--- src/rtl/npu_dram_arbiter.sv ---
// npu_dram_arbiter: round-robin arbiter with burst lock sharing one single-beat DRAM port.
// Define NPU_ARB_TIMEOUT_EN to add a BUSY watchdog that force-completes stalled beats.
module npu_dram_arbiter #(
   parameter int NUM_REQ        = 3,
   parameter int DATA_WIDTH     = 16,
   parameter int ADDR_WIDTH     = 32,
   parameter int TIMEOUT_CYCLES = 255
) (
   input  logic                           clk,
   input  logic                           rst_n,
   input  logic [NUM_REQ-1:0]             req,
   input  logic [NUM_REQ-1:0]             lock,
   input  logic [NUM_REQ*ADDR_WIDTH-1:0]  req_addr,
   input  logic [NUM_REQ*DATA_WIDTH-1:0]  req_wdata,
   input  logic [NUM_REQ-1:0]             req_we,
   output logic [NUM_REQ-1:0]             grant,
   output logic [NUM_REQ-1:0]             ack,
   output logic [DATA_WIDTH-1:0]          rdata,
   output logic [ADDR_WIDTH-1:0]          dram_addr,
   output logic [DATA_WIDTH-1:0]          dram_wdata,
   input  logic [DATA_WIDTH-1:0]          dram_rdata,
   output logic                           dram_we,
   output logic                           dram_ce,
   input  logic                           dram_ready,
   output logic                           busy,
   output logic                           timeout_err
);
   localparam int IW = $clog2(NUM_REQ);
   typedef enum logic [1:0] {IDLE, BUSY, ACK} state_t;
   state_t                 state, state_nxt;
   logic [NUM_REQ-1:0]     grant_nxt, ack_nxt;
   logic [DATA_WIDTH-1:0]  rdata_nxt, wdata_nxt, sel_wdata;
   logic [ADDR_WIDTH-1:0]  addr_nxt, sel_addr;
   logic                   we_nxt, ce_nxt, sel_we;
   logic [IW-1:0]          rr_last, rr_last_nxt, lock_idx, lock_idx_nxt, win;
   logic                   lock_vld, lock_vld_nxt;
   logic                   tmo_ack;
`ifdef NPU_ARB_TIMEOUT_EN
   localparam int CW = $clog2(TIMEOUT_CYCLES + 1);
   logic [CW-1:0]          cnt, cnt_nxt;
   logic                   tmo_ack_nxt, terr_nxt;
`else
   assign tmo_ack     = 1'b0;
   assign timeout_err = 1'b0;
`endif
   assign busy = (state != IDLE);
   // Scan from farthest to nearest so the nearest requester after rr_last wins last.
   always_comb begin
      win = '0;
      for (int k = NUM_REQ; k >= 1; k--)
         if (req[IW'((int'(rr_last) + k) % NUM_REQ)]) win = IW'((int'(rr_last) + k) % NUM_REQ);
      if (lock_vld && req[lock_idx]) win = lock_idx;
   end
   always_comb begin
      sel_addr  = '0;
      sel_wdata = '0;
      sel_we    = 1'b0;
      for (int i = 0; i < NUM_REQ; i++)
         if (win == IW'(i)) begin
            sel_addr  = req_addr[i*ADDR_WIDTH +: ADDR_WIDTH];
            sel_wdata = req_wdata[i*DATA_WIDTH +: DATA_WIDTH];
            sel_we    = req_we[i];
         end
   end
   always_comb begin
      state_nxt    = state;
      grant_nxt    = grant;
      ack_nxt      = '0;
      rdata_nxt    = rdata;
      addr_nxt     = dram_addr;
      wdata_nxt    = dram_wdata;
      we_nxt       = dram_we;
      ce_nxt       = dram_ce;
      rr_last_nxt  = rr_last;
      lock_vld_nxt = lock_vld;
      lock_idx_nxt = lock_idx;
`ifdef NPU_ARB_TIMEOUT_EN
      cnt_nxt      = cnt;
      tmo_ack_nxt  = tmo_ack;
      terr_nxt     = timeout_err;
`endif
      case (state)
         IDLE: if (|req) begin
            state_nxt   = BUSY;
            grant_nxt   = {{(NUM_REQ-1){1'b0}}, 1'b1} << win;
            addr_nxt    = sel_addr;
            wdata_nxt   = sel_wdata;
            we_nxt      = sel_we;
            ce_nxt      = 1'b1;
            rr_last_nxt = win;
`ifdef NPU_ARB_TIMEOUT_EN
            cnt_nxt     = '0;
            tmo_ack_nxt = 1'b0;
`endif
         end
         BUSY: if (dram_ready) begin
            state_nxt = ACK;
            rdata_nxt = dram_rdata;
            ce_nxt    = 1'b0;
            ack_nxt   = grant;
         end
`ifdef NPU_ARB_TIMEOUT_EN
         else if (cnt == CW'(TIMEOUT_CYCLES - 1)) begin
            state_nxt    = ACK;
            rdata_nxt    = '0;
            ce_nxt       = 1'b0;
            ack_nxt      = grant;
            terr_nxt     = 1'b1;
            lock_vld_nxt = 1'b0;
            tmo_ack_nxt  = 1'b1;
         end else cnt_nxt = cnt + 1'b1;
`endif
         ACK: begin
            state_nxt    = IDLE;
            grant_nxt    = '0;
            lock_vld_nxt = lock[rr_last] & ~tmo_ack;
            lock_idx_nxt = rr_last;
         end
         default: state_nxt = IDLE;
      endcase
   end
   always_ff @(posedge clk or negedge rst_n) begin
      if (!rst_n) begin
         state      <= IDLE;
         grant      <= '0;
         ack        <= '0;
         rdata      <= '0;
         dram_addr  <= '0;
         dram_wdata <= '0;
         dram_we    <= 1'b0;
         dram_ce    <= 1'b0;
         rr_last    <= IW'(NUM_REQ - 1);
         lock_vld   <= 1'b0;
         lock_idx   <= '0;
`ifdef NPU_ARB_TIMEOUT_EN
         cnt         <= '0;
         tmo_ack     <= 1'b0;
         timeout_err <= 1'b0;
`endif
      end else begin
         state      <= state_nxt;
         grant      <= grant_nxt;
         ack        <= ack_nxt;
         rdata      <= rdata_nxt;
         dram_addr  <= addr_nxt;
         dram_wdata <= wdata_nxt;
         dram_we    <= we_nxt;
         dram_ce    <= ce_nxt;
         rr_last    <= rr_last_nxt;
         lock_vld   <= lock_vld_nxt;
         lock_idx   <= lock_idx_nxt;
`ifdef NPU_ARB_TIMEOUT_EN
         cnt         <= cnt_nxt;
         tmo_ack     <= tmo_ack_nxt;
         timeout_err <= terr_nxt;
`endif
      end
   end
endmodule

--- config.mk ---
export PLATFORM = sky130hd
export DESIGN_NAME = npu_dram_arbiter
export DESIGN_NICKNAME = d
export VERILOG_FILES = /design/src/rtl/npu_dram_arbiter.sv
export SDC_FILE = /design/constraint.sdc
export NUM_CORES = 1
export LEC_CHECK = 0
export BUFFER_PORTS_ARGS = -buffer_cell sky130_fd_sc_hd__clkbuf_2
export CORE_MARGIN = 5
export CORE_UTILIZATION = 45
export DETAILED_ROUTE_END_ITERATION = 8
export PLACE_DENSITY = 0.86
export SETUP_SLACK_MARGIN = 0.4
export SYNTH_ARGS = -nofsm -noshare
export SYNTH_HDL_FRONTEND = slang
export SYNTH_SLANG_ARGS = --single-unit
export TNS_END_PERCENT = 10
--- constraint.sdc ---
create_clock -name clk -period 3.5 [get_ports clk]
set_clock_uncertainty 0.15 [all_clocks]
set_input_delay 0.175 -clock clk [delete_from_list [all_inputs] [get_ports clk]]
set_output_delay 0.175 -clock clk [all_outputs]
set_load 0.01 [all_outputs]
==> results.cfg <==
[floorplan]
num_rows = 35
start_util_pct = 46.2
design.core.area_mm2 = 0.00928
die_area_mm2 = 0.0116
fp.dieH_um = 108
ios = 246
die_w_um = 108

[sta]
timing.fmax_ghz = 0.330
final-max-slew-violation-count = 0
finalHoldViolCount = 0
period_share_pct = 86.7
fin_hold_ws_ps = 4.74
setup_tns_ps = 0
rsz0062_at_grt = yes
setup_viol = 0
relSlewSlack_pct = 33.6
period_needed_ps = 3030
tightest_slew_ps = 995

[hold_path]
min_to = dram_addr[0]$_DFFE_PN0P_
min-delay-path-class = in -> reg
hold_path_depth = 3
min_from = req_addr[0]

[run]
maxCapViolations = 0

[clocking]
htree_levels = 3
clk_latency_ps = 350
clock-sinks = 79
cts_max_path_buffers = 2
clockRootBuffer = clkbuf_8
cts_tree = yes
numCtsBuffers = 9
cts.clk_slew.worst_paths_ps = 90

[global_route]
grt_pass1_vias = 5424
grt_max_degree = 80
grt_pass1_wl_mm = 27.0
grt_antenna_before_repair = 1
grtUsageTotal_pct = 29.5
grt_overflow_total = 0

[synth]
synth_ff_type = dfrtp_1
syn_inst = 420
synth.area.top_cells = dfrtp_1 (46%), mux2i_1 (8.6%), o211ai_1 (6.0%)
synth.avg_cell_area_um2 = 10.2
syn_area_mm2 = 0.00429
synth_most_common_cell = dfrtp_1
synth_edf_count = 0
async_reset_ff_share_pct = 100
yosysUniqueCellTypes = 41
yosys.area.top_type = dfrtp_1
ys_ff_latch = 79
syn_nets = 596
synth_top_area_share_pct = 45.5
netlist_top_cells_count = dfrtp_1 (78), nand2_1 (44), mux2i_1 (37)
synth_seq_area_share_pct = 46.2
yosysWarnings = 0

[final_layout]
design_area_mm2 = 0.00695
utilization_pct = 74.9
final_layout_size_suffix_gt1_share_pct = 40.5
layout.nets = 932
area_delta_synth_final_pct = 62.3

[critical_path]
crit_chain = inv_1 > ha_1 > or2_1 > o221ai_2 > a2bb2oi_2 > buf_4 > o21ai_2 > buf_6 > o211ai_1
crit_slowest_cell = dfrtp_1
critPathRequiredTime_ps = 3600
rr_endpoint = dram_addr[5]$_DFFE_PN0P_
rr_worst_depth = 9
r2r_slack_ps = 470
critPathKind = reg -> reg
cp-end-kind = register
path_max_fanout = 29
max_stage_delay_ps = 450
rr_startpoint = rr_last[0]$_DFFE_PN0P_
cp-start-kind = register
critPathArrivalTime_ps = 3130

[placed_design]
gp_congestion = 0.871
dp_hpwl_mm = 10.7
io_buffers = 244
placed_area_mm2 = 0.00561

[routing]
wl_per_cell_um = 19.8
finalWirelength_mm = 17.7
ant_nets = 0
viasPerCell = 5.73
drc_errors = 0
via_count = 5104
drt_iter0_markers = 362
drtPass1Iterations = 5

[outcome]
run_status = completed

[power_and_ir_drop]
p_leak_nw = 3.31
power_density_mw_per_mm2 = 803
ir_worst_vdd_mv = 0.362
==> worst max-delay path by stage <==
stage	from	endpoint	slack, ps
floorplan	rr_last[0]$_DFFE_PN0P_	dram_addr[28]$_DFFE_PN0P_	980
global placement	rr_last[0]$_DFFE_PN0P_	dram_addr[30]$_DFFE_PN0P_	710
detailed placement	rr_last[1]$_DFFE_PN1P_	dram_we$_DFFE_PN0P_	580
CTS	rr_last[0]$_DFFE_PN0P_	dram_addr[27]$_DFFE_PN0P_	540
global route	rr_last[0]$_DFFE_PN0P_	dram_addr[5]$_DFFE_PN0P_	330
finish	rr_last[0]$_DFFE_PN0P_	dram_addr[5]$_DFFE_PN0P_	470
==> state kept, by name, indices dropped and copies added (netlist names) <==
signal and count:
lock_idx 2, rr_last 2, dram_addr 32, rdata 16
grant 3, dram_wdata 16, lock_vld 1, dram_ce 1
ack 3, dram_we 1, state 2
==> critical path, delay by kind of cell (launching register included) <==
kind,cells,cell delay (ps)
and+or+nand+nor,1,270
buffers and inverters,3,620
AOI/OAI and AO/OA,4,1020
DFF,1,450
adders and majority gates,1,410
==> per-stage QoR <==
step                      setup slack (ps)  instances  power, mW
after detailed placement               578        765       4.57
final                                  466        891       5.58
after global routing                   333        891       5.90
after global placement                 709        765       4.43
after CTS                              537        889       5.40
after floorplan                        979        420       3.51
==> final cells by class <==
type	count	area, um^2
tap	129	161
inverter	22	82.6
fill	612	2330
clock buffer	10	138
multi-input combinational	281	2130
timing repair buffer	363	2390
clock inverter	6	75.1
antenna	1	2.50
sequential	79	1980
==> cell usage in the layout, fill, tap and decap left out, types with 4 or more instances in the layout <==
cell type	netlist	final
inv_1	22	22
o21ai_0	7	7
o211ai_1	34	34
dfrtp_1	78	78
nor2b_1	5	4
dlygate4sd3_1	0	108
nand2_1	44	44
nor4_1	15	15
buf_4	2	11
a2111oi_1	2	6
clkbuf_2	0	243
ha_1	4	4
a2111oi_2	8	8
nand2b_1	5	5
and2_1	6	6
mux2i_1	37	37
clkbuf_8	0	10
nand4_1	34	34
nor2_1	19	18
mux2_2	16	16
a2111oi_0	20	16
==> repair_timing <==
item / CTS / global route
resized for setup: 0 / 8
endpoints found under the hold margin: 145 / 0
hold buffers: 108 / 0
setup buffers: 0 / 0
endpoints found under the setup margin: 0 / 32
==> routing by layer <==
layer	track usage [%]	up-vias	part of all wire, %
li1	-	2251	-
met1	32.7	2424	36
met2	51.4	350	50
met3	8.10	79	9.2
met4	15.5	0	4.8
met5	0	-	0
==> logic make-up (layout without fill, tap and decap cells) <==
logic type,count (synthesis),count (layout),share of synthesized area (%)
compound gates,87,88,17.7
fa+ha+maj,4,4,1.17
buf+inv,61,401,5.87
flops,79,79,46.2
mux,53,53,12.8
other cells,1,2,0.0875
simple gates,135,135,16.1
==> report_power, final <==
part	switching (mW)	internal, mW	leakage, nW	total [mW]
clock network	0.376	0.361	0.105	0.737
registers	0.309	1.37	0.949	1.67
logic	1.89	1.28	2.26	3.17
No activity file was read; power rests on OpenSTA's default activity.
